### config.mk
export PLATFORM = sky130hd
export DESIGN_NAME = instr_fetch
export DESIGN_NICKNAME = d
export VERILOG_FILES = /design/src/rtl/instr_fetch_pkg.sv /design/src/rtl/instr_fetch.sv
export SDC_FILE = /design/constraint.sdc
export NUM_CORES = 1
export LEC_CHECK = 0
export CORE_ASPECT_RATIO = 0.8
export CORE_UTILIZATION = 49
export DETAILED_ROUTE_END_ITERATION = 8
export PLACE_DENSITY = 0.85
export SYNTH_ARGS = -nofsm -noshare
export SYNTH_HDL_FRONTEND = slang
export SYNTH_SLANG_ARGS = --single-unit
### constraint.sdc
create_clock -name clk -period 7.1 [get_ports clk]
set_input_delay 1.065 -clock clk [delete_from_list [all_inputs] [get_ports clk]]
set_output_delay 1.065 -clock clk [all_outputs]
set_load 0.1 [all_outputs]
### src/rtl/instr_fetch_pkg.sv
// instr_fetch_pkg: shared widths, constants and FSM encoding for the instruction-fetch stage.
package instr_fetch_pkg;
   localparam int DEF_XLEN = 32;
   localparam int DEF_ADDR_W = 8;
   localparam logic [31:0] NOP_INSTR = 32'h0000_0013;
   typedef enum logic {FETCH = 1'b0, HALT = 1'b1} state_t;
endpackage

### src/rtl/instr_fetch.sv
// instr_fetch: PC register, ROM word addressing and IF/ID output register with valid/ready,
// branch redirects and halt on misaligned or out-of-range PCs.
module instr_fetch
   import instr_fetch_pkg::*;
#(
   parameter int XLEN = DEF_XLEN,
   parameter int ADDR_W = DEF_ADDR_W,
   parameter logic [XLEN-1:0] RESET_PC = '0
) (
   input  logic              clk,
   input  logic              rst,
   output logic [ADDR_W-1:0] rom_addr,
   input  logic [XLEN-1:0]   rom_data,
   input  logic              redirect_valid,
   input  logic [XLEN-1:0]   redirect_pc,
   output logic              out_valid,
   input  logic              out_ready,
   output logic [XLEN-1:0]   out_instr,
   output logic [XLEN-1:0]   out_pc,
   output logic              err_misalign,
   output logic              err_range
);
   state_t r_state, w_next;
   logic [XLEN-1:0] r_pc, r_instr, r_opc;
   logic r_valid, r_mis, r_rng;
   logic w_adv, w_redir, w_mis, w_oor, w_fetch;

   always_ff @(posedge clk or posedge rst)
      if (rst) r_state <= FETCH;
      else     r_state <= w_next;

   always_comb w_next = (w_mis || w_oor) ? HALT : r_state;

   // Range is only checked when a fetch would actually happen, so a stalled output stays intact.
   always_comb begin
      w_adv   = !r_valid || out_ready;
      w_redir = (r_state == FETCH) && redirect_valid;
      w_mis   = w_redir && (redirect_pc[1:0] != 2'b00);
      w_oor   = (r_state == FETCH) && !redirect_valid && w_adv && (r_pc[XLEN-1:ADDR_W+2] != '0);
      w_fetch = (r_state == FETCH) && !redirect_valid && w_adv && !w_oor;
   end

   always_ff @(posedge clk or posedge rst)
      if (rst) begin
         r_pc    <= RESET_PC;
         r_valid <= 1'b0;
         r_instr <= '0;
         r_opc   <= '0;
         r_mis   <= 1'b0;
         r_rng   <= 1'b0;
      end else begin
         if (w_redir) begin
            r_valid <= 1'b0;
            if (!w_mis) r_pc <= redirect_pc;
         end else if (w_fetch) begin
            r_instr <= rom_data;
            r_opc   <= r_pc;
            r_valid <= 1'b1;
            r_pc    <= r_pc + XLEN'(4);
         end else if (w_oor || r_state == HALT) begin
            r_valid <= 1'b0;
         end
         if (w_mis) r_mis <= 1'b1;
         if (w_oor) r_rng <= 1'b1;
      end

   assign rom_addr     = r_pc[ADDR_W+1:2];
   assign out_valid    = r_valid;
   assign out_instr    = r_instr;
   assign out_pc       = r_opc;
   assign err_misalign = r_mis;
   assign err_range    = r_rng;
endmodule
Yosys cells after proc, flatten, opt, wreduce, memory -nomap -nowiden. Index checks and enable logic that the tools add are counted.

Reductions and logical operators: 18. Muxes and demuxes: 6. Bitwise operators: 2. Equal/unequal tests: 1. Add/sub/neg operators: 1.

Operator list (number): 2-to-1 mux 32 bit (3); adder 32 x 3 -> 32 bit, second input constant (1); nonzero test 22 bit (1); logical AND 1 bit (6); AND reduction 2 bit (2); nonzero test 2 bit (2); zero test 1 bit (3); logical OR 1 bit (3); 2-to-1 mux 1 bit (3); nonzero test 3 bit (1); inequality test 2 bit, second input constant (1); inverter 1 bit (2).

Input port bits: 68. Logic and storage cells: 35. Register bits after elaboration: 100.

Depth between registers and ports, before layout. Gate-level depths: netlist of the first run.

Depth in word-level cells: 8. Gate-level depth with buffers: 7. Mapped depth without buffers: 6.

Least setup slack after synthesis of the first run. Ideal clock, no wire load.

Kind: input-to-reg. Start: in redirect_valid. End: reg r_pc[27]. Arrival time: 2205 ps. Data required time: 6976 ps. Slack: 4771 ps. Setup time: 124 ps. Path buffers: 0. Cell stages on the path: 5. Cells stage by stage: nor2b_1 nor4_4 and3_4 a31oi_1 a211o_1.

Cells in the longest elaborated chain, start to end: 8. Elaborated cells on any way between the ends: 12.

Ends and longest elaborated chain: start: declaration (RTL line instr_fetch.sv:14) `input logic redirect_valid,`; zero test 1 bit (RTL line instr_fetch.sv:39, instr_fetch.sv:40); logical AND 1 bit (2 in series) (RTL line instr_fetch.sv:39, instr_fetch.sv:40); logical AND 1 bit (RTL line instr_fetch.sv:39) `w_oor = (r_state == FETCH) && !redirect_valid && w_adv && (r_pc[XLEN-1:ADDR_W+2] != '0);`; zero test 1 bit (RTL line instr_fetch.sv:40) `w_fetch = (r_state == FETCH) && !redirect_valid && w_adv && !w_oor;`; logical AND 1 bit (RTL line instr_fetch.sv:40); nonzero test 2 bit (no line); AND reduction 2 bit (no line); end signal: assignment (RTL line instr_fetch.sv:54) `if (!w_mis) r_pc <= redirect_pc;`; end signal: assignment (RTL line instr_fetch.sv:59) `r_pc <= r_pc + XLEN'(4);`; end: declaration (RTL line instr_fetch.sv:24) `logic [XLEN-1:0] r_pc, r_instr, r_opc;`.

Parallel ways exist; a longest one is shown, timed or not. A chain may end at the register's enable or synchronous reset.

Final worst setup path of the first run.
Start: in redirect_valid. End: reg r_pc[2].

Same word-level chain as after synthesis.

==> impl_metrics.csv, run 1 <==
group,metric,value,unit
timing,grt_setup_unrepaired,"no",
setup_path,cp_top_family,"simple AND/OR/NAND/NOR gates",
logic_synthesis,synth_top_area_cell,"dfrtp_1",
setup_path,cp-end-kind,"register",
cells_and_area,fin_nets,556,
die,rows,29,
logic_synthesis,synth_most_common_cell,"dfrtp_1",
drt,firstDrtPassIters,5,
setup_path,rr_startpoint,"r_state",
logic_synthesis,ys_types,40,
timing,fmaxAchievable,274,MHz
status,status,"complete, no violations",
logic_synthesis,synthXorXnorAreaFrac,0,
timing,finalHoldViolCount,0,
clock_tree,clock_latency,0.35,ns
cells_and_area,antenna_cells,0,
setup_path,critPathLaunchType,"primary input",
cells_and_area,drive_gt1_frac,0.140,
die,fp.coreArea,0.00813,sq mm
clock_tree,cts_resized,0,
drt,antenna_left,0,
worst_hold_path,min_path_type,"register to register",
clock_tree,cts_hold_buffers,0,
die,die_h,84.9,microns
setup_path,r2r-end,"r_pc[2]",
die,io_pins,143,
clock_tree,clkSinkCount,100,
global_route,grt_overflow,0,
place,dp_slack,3.21,ns
logic_synthesis,yosys.area_share.simple,0.152,
logic_synthesis,synth_top_family_by_area,"simple AND/OR/NAND/NOR gates",
setup_path,r2r_cells,5,
logic_synthesis,syn_area_per_cell,11.8,sq um
logic_synthesis,synth_compound_area_frac,0.0957,
place,hpwl,7070,microns
timing,period_share,0.514,
global_route,grt_max_degree,65,
logic_synthesis,yosys_warnings,0,
cells_and_area,syn_to_final_growth,39.6,%
timing,final-setup-viol-count,0,
place,portBuffers,142,
global_route,grt_pass1_vias,3382,
global_route,antenna_found_initial,0,
setup_path,crit_fanout,19,
drt,vias,3315,
setup_path,max_stage_delay,0.90,ns
setup_path,setup.worst_path.start,"redirect_valid",
job,cap_violations,0,
drt,drtIter0Drc,121,
clock_tree,clk_pin_slew,0.10,ns
clock_tree,cts_buffers,9,
cells_and_area,final_area,0.00588,sq mm
drt,top_layer_used,"met4",
drt,routed_via_density,5.53,
setup_path,cp_data_arrival_time,3.84,ns
place,postPlaceCellArea,0.00565,sq mm
global_route,grt_pass1_wl,16600,microns
setup_path,ff2ff_setup_slack,4.30,ns
clock_tree,cts_max_level,3,
timing,min_period,3.65,ns
drt,wirelength,9960,microns
timing,fin_skew,0.0124,ns
logic_synthesis,syn_nets,425,
drt,met2WireLength,4630,microns
drt,drc,0,
logic_synthesis,ys_seq_elements,100,
logic_synthesis,netlist_top_cells_area,"dfrtp_1 (59%), mux2_2 (11%), nor2b_1 (3.4%)",
die,start_util,0.518,
logic_synthesis,synthCells,356,
logic_synthesis,async_flop_share,1.00,
logic_synthesis,ys.flop_type,"dfrtp_1",
logic_synthesis,ys_seq_area_frac,0.594,
power_and_ir_drop,leakagePower,2.59,nW
setup_path,path_buf_inv,1,
setup_path,cpMaxStageDelayCell,"nor2b_1",
clock_tree,cts_tree,"built",
logic_synthesis,synthTopCellsByCount,"dfrtp_1 (100), mux2_2 (42), nand2_1 (33)",
timing,slew_violations,0,
clock_tree,clockBufferDepth,2,
logic_synthesis,mappedNetlistArea,0.00421,sq mm
setup_path,endpoint,"r_pc[2]",
place,gp_congestion,0.842,
die,die_area,0.00897,sq mm
logic_synthesis,synth_edf_count,0,
logic_synthesis,synth_fa_ha_area_frac,0.00297,
global_route,grt_use_total,0.238,
logic_synthesis,synth_top_area_share,0.594,
timing,fin_ws,3.45,ns
timing,setup-tns-final,0,ns
setup_path,cp.depth,6,
power_and_ir_drop,p_per_area,185,mW/mm^2
setup_path,crit_chain,"clkdlybuf4s50_1 > nor2b_1 > nand2_1 > o21ai_2 > mux2i_1 > a21oi_1",
logic_synthesis,muxShareOfSynthArea,0.117,
timing,worst_pin_slew,1.14,ns
setup_path,critPathKind,"primary input to register",
cells_and_area,utilization,0.723,
die,die_w,106,microns
drt,drt-met1-wl,4230,microns
clock_tree,root_buffer,"clkbuf_8",
power_and_ir_drop,vdd_ir_drop_max,0.134,mV
clock_tree,post_cts_buffers,0,
setup_path,cp.required,7.30,ns
drt,post_drt_wl_per_cell,16.6,microns
timing,worst_slew_margin_rel,0.240,
drt,dr_wl_met3,928,microns
cell families (layout without fill, tap and decap cells):
| group | count (synthesis) | in the layout |
|---|---|---|
| AOI/OAI and AO/OA | 62 | 62 |
| muxes | 44 | 44 |
| and+or+nand+nor | 120 | 120 |
| DFF | 100 | 100 |
| adders and majority gates | 1 | 1 |
| buffers and inverters | 29 | 165 |
power breakdown:
| group | switching, W | internal (W) | leakage [nW] |
|---|---|---|---|
| sequential | 0.00000894 | 0.000577 | 1.32 |
| clock | 0.000189 | 0.000210 | 0.114 |
| combinational | 0.0000590 | 0.0000456 | 1.16 |
| total | 0.000257 | 0.000832 | 2.59 |
metal layers:
metal / up-vias / track usage
met3: 16 / 0.0637
met2: 172 / 0.378
met1: 1602 / 0.323
met4: 0 / 0.0758
met5: - / 0
li1: 1525 / -
sequential cells by signal, indices dropped and copies added (netlist names):
signal	count
r_state	1
out_valid	1
r_pc	32
out_pc	32
err_range	1
out_instr	32
err_misalign	1
final cells by class:
type                    instances  area, sq um
well taps                     108          135
fillers                       586         2250
flip-flops and latches        100         2500
clock buffers                  11          141
clock inverters                 5         82.6
multi-input cells             227         1550
repair buffers                145         1440
inverters                       4         17.5
layout by cell type (no fill, tap or decap), drive strengths merged, types with 2 or more instances in the layout:
master and count:
and4 2, o21ai 12, inv 5, and2 2, o221ai 2, nand3 14
bufinv 2, nor2b 23, dfrtp 100, a21boi 2, nor2 21, o22a 2
nand4 7, a21oi 15, nor4 6, clkdlybuf4s50 142, nand2b 3, clkbuf 11
mux2 42, a211o 6, a21o 3, a41oi 3, and3 6, o22ai 7
nor3 2, mux2i 2, a31oi 6, clkinv 2, buf 3, nand2 33
metrics by stage:
stage	instances	total power, W	hold WS, ns
2_1_floorplan	356	0.000650	0.447
3_3_place_gp	584	0.000700	0.457
3_5_place_dp	584	0.000702	0.464
4_1_cts	600	0.00110	0.489
5_1_grt	600	0.00113	0.519
6_report	600	0.00109	0.482
how the worst min path moves through the flow:
stage,endpoint,startpoint,cells after the start,slack (ns)
final,err_range,err_range,1,0.48
after global routing,out_pc[20],out_pc[20],1,0.52
after CTS,err_range,err_range,1,0.49
after detailed placement,err_misalign,err_misalign,1,0.46
after global placement,err_range,err_range,1,0.46
after floorplan,r_pc[0],r_pc[0],1,0.45
(Power assumes the default switching activity.)
==> run 2, diff against run 1 <==
--- a/config.mk
+++ b/config.mk
@@ -6,9 +6,9 @@
 export NUM_CORES = 1
 export LEC_CHECK = 0
 export CORE_ASPECT_RATIO = 0.8
-export CORE_UTILIZATION = 49
+export CORE_UTILIZATION = 45
 export DETAILED_ROUTE_END_ITERATION = 8
-export PLACE_DENSITY = 0.85
+export PLACE_DENSITY = 0.79
 export SYNTH_ARGS = -nofsm -noshare
 export SYNTH_HDL_FRONTEND = slang
 export SYNTH_SLANG_ARGS = --single-unit
==> constraint.sdc (replaced) <==
create_clock -name clk -period 3.7 [get_ports clk]
set_input_delay 0.555 -clock clk [delete_from_list [all_inputs] [get_ports clk]]
set_output_delay 0.555 -clock clk [all_outputs]
set_load 0.1 [all_outputs]
==> run 2 against run 1 <==
  * Via count is 0.42% higher
  * Wire length is 3.3% higher
  * Core utilization fell by 5.9 points
  * Final cell count rose by 2.0%
  * Count of clock-buffer cells in the layout unchanged
  * Register-to-register slack worse by 3.0 ns
  * Sequential share of layout area is 1.1 points lower
  * Die area rose by 8.7%
  * Critical path depth decreased by 5
  * Critical path type is now register to output port
  * Critical endpoint is now rom_addr[5]
==> impl_metrics.csv, run 2 (same netlist as run 1, synthesis figures left out) <==
group,metric,value,unit
drt,vias,3329,
status,status,"complete, no violations",
cells_and_area,mostFrequentLayoutCell,"clkdlybuf4s50_1",
setup_path,crit_chain,"clkdlybuf4s50_1",
clock_tree,cts_hold_buffers,0,
timing,min_period,2.61,ns
clock_tree,cts_buffers,9,
setup_path,cp.required,3.14,ns
global_route,grt_max_degree,70,
timing,grt_setup_unrepaired,"no",
cells_and_area,seq_area,0.00250,sq mm
setup_path,cp_top_family,"buffers and inverters",
clock_tree,cts_max_level,3,
job,cap_violations,0,
timing,fin_ws,1.09,ns
clock_tree,post_cts_buffers,0,
global_route,grt_pass1_vias,3337,
global_route,grt_use_total,0.224,
power_and_ir_drop,pwr-share-seq,0.481,
drt,routed_via_density,5.44,
cells_and_area,fin_nets,561,
timing,worst_slew_margin_rel,0.321,
power_and_ir_drop,p_int,0.00181,W
power_and_ir_drop,leakagePower,2.66,nW
drt,drtIter0Drc,203,
place,hpwl,7190,microns
timing,fmaxAchievable,382,MHz
clock_tree,clock_latency,0.34,ns
setup_path,ff2ff_setup_slack,1.28,ns
clock_tree,cts_tree,"built",
place,portBuffers,142,
timing,setup-tns-final,0,ns
timing,period_share,0.707,
drt,antenna_left,0,
clock_tree,clk_pin_slew,0.07,ns
power_and_ir_drop,p_clk_frac,0.432,
setup_path,cp-end-kind,"output port",
setup_path,cp_data_arrival_time,2.06,ns
power_and_ir_drop,switching_power,0.000531,W
cells_and_area,syn_to_final_growth,43.1,%
die,die_w,110,microns
die,die_h,88.5,microns
cells_and_area,multi_input_area,0.00155,sq mm
clock_tree,cts_resized,0,
cells_and_area,antenna_cells,0,
setup_path,cpMaxStageDelayCell,"clkdlybuf4s50_1",
timing,slew_violations,0,
setup_path,max_stage_delay,1.20,ns
die,fp.coreArea,0.00908,sq mm
cells_and_area,drive_gt1_frac,0.149,
drt,post_drt_wl_per_cell,16.8,microns
drt,drc,0,
clock_tree,clockBufferDepth,2,
timing,final-setup-viol-count,0,
drt,firstDrtPassIters,4,
setup_path,path_buf_inv,1,
cells_and_area,utilization,0.664,
timing,worst_pin_slew,1.01,ns
timing,finalHoldWorstSlack,0.487,ns
clock_tree,root_buffer,"clkbuf_16",
setup_path,critPathKind,"register to output port",
place,dp_cells,596,
power_and_ir_drop,p_per_area,389,mW/mm^2
global_route,grt_pass1_wl,16600,microns
cells_and_area,fin_cells,612,
worst_hold_path,min_path_type,"register to register",
die,rows,31,
cells_and_area,final_cell_mix,"clkdlybuf4s50_1 (142), dfrtp_1 (100), mux2_2 (42)",
power_and_ir_drop,p_sw_frac,0.227,
global_route,antenna_found_initial,0,
global_route,grt_overflow,0,
place,gp_congestion,0.867,
die,io_pins,143,
die,start_util,0.464,
setup_path,crit_fanout,9,
timing,fin_skew,0.00594,ns
power_and_ir_drop,vdd_ir_drop_max,0.362,mV
setup_path,critPathLaunchType,"register",
timing,finalHoldViolCount,0,
power_and_ir_drop,combinationalPowerShare,0.087,
drt,wirelength,10300,microns
clock_tree,clkSinkCount,100,
die,die_area,0.00975,sq mm
place,dp_slack,1.08,ns
cells_and_area,fillers,721,
run 2: changes by cell type in the layout (fill, tap and decap cells not counted), sizes merged:
cell,previous run,this run
clkinv,2,0
clkinvlp,0,2
buf,3,8
run 2: final timing paths:
| check | endpoint | start | depth (start not counted) |
|---|---|---|---|
| worst max-delay path | rom_addr[5] | r_pc[7] | 1 |
| worst min-delay path | err_misalign | err_misalign | 1 |
| worst max register to register | r_pc[9] | r_pc[27] | 5 |
| worst min register to register | err_misalign | err_misalign | 1 |
| max in group asynchronous | r_pc[5] | rst | 3 |
| min in group asynchronous | out_pc[26] | rst | 2 |
run 2: layout make-up:
type,count,area share
clock inverters,5,0.0139
clock buffers,11,0.0403
flip-flops and latches,100,0.415
well taps,115,0.0239
repair buffers,150,0.246
inverters,4,0.00291
multi-input cells,227,0.258
run 2: metrics by stage:
step	power, W	area (sq um)
floorplan	0.00125	4210
global placement	0.00135	5700
detailed placement	0.00135	5700
CTS	0.00237	6030
global route	0.00242	6030
finish	0.00234	6030
run 2: power groups by stage:
stage          Combinational, W  Clock (W)  Sequential, W
6_report               0.000203    0.00101        0.00113
5_1_grt                0.000217    0.00108        0.00113
4_1_cts                0.000205    0.00104        0.00113
3_5_place_dp           0.000204          0        0.00115
3_3_place_gp           0.000200          0        0.00115
2_1_floorplan         0.0000814          0        0.00117
run 2: metal layers:
layer	global-route usage	vias to the layer above	wire length, microns
met5	0	-	0
met4	0.0634	0	140
met3	0.0972	14	1120
met2	0.341	180	4560
met1	0.294	1608	4450
li1	-	1527	-
==> run 3, diff against run 2 <==
==> constraint.sdc (replaced) <==
create_clock -name clk -period 2.7 [get_ports clk]
set_input_delay 0.405 -clock clk [delete_from_list [all_inputs] [get_ports clk]]
set_output_delay 0.405 -clock clk [all_outputs]
set_load 0.1 [all_outputs]
==> run 3 against run 2 <==
  * Final cell count up 0.65%
  * Sequential share of layout area increased by 0.69 points
  * Non-clock buffer count up 4
  * Critical path type is now register to register
  * Largest cell class unchanged
  * Largest power group unchanged
==> impl_metrics.csv, run 3 (same netlist as run 1, synthesis figures left out) <==
group,metric,value,unit
timing,period_share,0.827,
place,dp_cells,600,
timing,min_period,2.23,ns
setup_path,ff2ff_setup_slack,0.47,ns
setup_path,rr_startpoint,"r_pc[23]",
clock_tree,cts_tree,"built",
die,io_pins,143,
die,die_area,0.00975,sq mm
setup_path,critPathLaunchType,"register",
cells_and_area,fin_cells,616,
cells_and_area,utilization,0.653,
status,status,"complete, no violations",
timing,slew_violations,0,
timing,finalHoldWorstSlack,0.485,ns
setup_path,cpMaxStageDelayCell,"nor4_1",
power_and_ir_drop,p_int,0.00260,W
drt,firstDrtPassIters,4,
setup_path,setup.worst_path.start,"r_pc[23]",
clock_tree,post_cts_buffers,0,
setup_path,cp_top_family,"simple AND/OR/NAND/NOR gates",
timing,grt_setup_unrepaired,"no",
timing,setup-tns-final,0,ns
power_and_ir_drop,leakagePower,2.85,nW
clock_tree,clock_latency,0.33,ns
setup_path,r2r-end,"out_instr[17]",
power_and_ir_drop,p_per_area,559,mW/mm^2
power_and_ir_drop,pwr-share-seq,0.466,
clock_tree,cts_resized,0,
clock_tree,root_buffer,"clkbuf_16",
clock_tree,cts_hold_buffers,0,
place,portBuffers,142,
clock_tree,cts_buffers,9,
clock_tree,clk_pin_slew,0.07,ns
cells_and_area,antenna_cells,0,
worst_hold_path,hold-path-cell-count,1,
drt,vias,3366,
setup_path,cp.depth,5,
clock_tree,cts_max_level,3,
die,die_h,88.5,microns
die,start_util,0.464,
global_route,grt_use_total,0.215,
die,die_w,110,microns
timing,worst_slew_margin_rel,0.473,
cells_and_area,fillers,707,
global_route,grt_overflow,0,
global_route,antenna_found_initial,0,
global_route,gr-usage-met1,0.300,
drt,drtIter0Drc,152,
global_route,groute.layer.met3.usage,0.0648,
setup_path,path_buf_inv,1,
setup_path,cp.required,2.92,ns
setup_path,crit_chain,"nor4_1 > nand4_1 > nor2_4 > buf_12 > mux2_2",
cells_and_area,multi_input_area,0.00155,sq mm
setup_path,max_stage_delay,0.46,ns
power_and_ir_drop,p_sw_frac,0.216,
global_route,grt_pass1_wl,15900,microns
die,rows,31,
worst_hold_path,hold_path.startpoint,"r_pc[1]",
timing,final-setup-viol-count,0,
drt,antenna_left,0,
global_route,globalRoute.busiestLayer,"met2",
cells_and_area,final_cell_mix,"dfrtp_1 (100), buf_4 (85), clkdlybuf4s50_1 (67)",
setup_path,cp-end-kind,"register",
setup_path,critPathKind,"register to register",
setup_path,cp_data_arrival_time,2.45,ns
cells_and_area,drive_gt1_frac,0.307,
worst_hold_path,min_path_type,"register to register",
global_route,grt_pass1_vias,3216,
drt,routed_via_density,5.46,
clock_tree,clkSinkCount,100,
global_route,use_met2,0.324,
cells_and_area,seq_area,0.00250,sq mm
job,cap_violations,0,
setup_path,endpoint,"out_instr[17]",
timing,fin_skew,0.00478,ns
setup_path,crit_fanout,64,
timing,fmaxAchievable,448,MHz
drt,wirelength,9920,microns
drt,drc,0,
power_and_ir_drop,combinationalPowerShare,0.083,
place,hpwl,7020,microns
place,gp_congestion,0.844,
global_route,grt_max_degree,66,
power_and_ir_drop,vdd_ir_drop_max,0.388,mV
setup_path,r2r_cells,5,
timing,finalHoldViolCount,0,
cells_and_area,fin_nets,565,
timing,worst_pin_slew,0.787,ns
power_and_ir_drop,p_clk_frac,0.451,
clock_tree,clockBufferDepth,2,
drt,post_drt_wl_per_cell,16.1,microns
cells_and_area,syn_to_final_growth,40.8,%
power_and_ir_drop,switching_power,0.000715,W
cells_and_area,mostFrequentLayoutCell,"dfrtp_1",
die,fp.coreArea,0.00908,sq mm
-- run 3: changes by cell type in the layout (fill, tap and decap cells not counted) --
cell,previous run,this run
buf_12,0,2
clkbuf_8,1,2
buf_4,8,85
clkbuf_1,1,0
inv_4,1,0
clkdlybuf4s50_1,142,67
bufinv_16,2,3
-- run 3: worst min-delay path by stage --
stage	endpoint
finish	r_pc[1]
global route	r_pc[1]
CTS	r_pc[1]
detailed placement	err_misalign
global placement	err_misalign
floorplan	r_pc[0]
-- run 3: power by group through the flow --
stage / logic (W) / clock network (W) / registers [W]
global route: 0.000294 / 0.00158 / 0.00154
global placement: 0.000274 / 0 / 0.00157
floorplan: 0.000112 / 0 / 0.00160
CTS: 0.000278 / 0.00152 / 0.00154
detailed placement: 0.000276 / 0 / 0.00157
finish: 0.000275 / 0.00149 / 0.00154
-- run 3: worst reg2reg max path, stage by stage, from the launching register on --
cell and delay, ns:
dfrtp_1 0.41, nor4_1 0.46, nand4_1 0.30, nor2_4 0.21
buf_12 0.29, mux2_2 0.45
-- run 3: final cells by class --
class,instances,share of cell area
timing repair buffer,154,0.228
sequential,100,0.422
inverter,4,0.00317
clock inverter,5,0.0179
tap,115,0.0243
clock buffer,11,0.0426
multi-input combinational,227,0.262
-- run 3: layer usage --
metal / share of wire / vias up
met4: 0.014 / 0
li1: - / 1536
met1: 0.44 / 1652
met3: 0.091 / 16
met2: 0.46 / 162
met5: 0 / -
-- run 3: metrics by stage --
stage	total power (W)	cell area, sq um	worst slack [ns]
CTS	0.00334	5930	0.498
floorplan	0.00171	4210	0.666
global placement	0.00184	5570	0.493
finish	0.00331	5930	0.468
global route	0.00342	5930	0.259
detailed placement	0.00185	5570	0.444
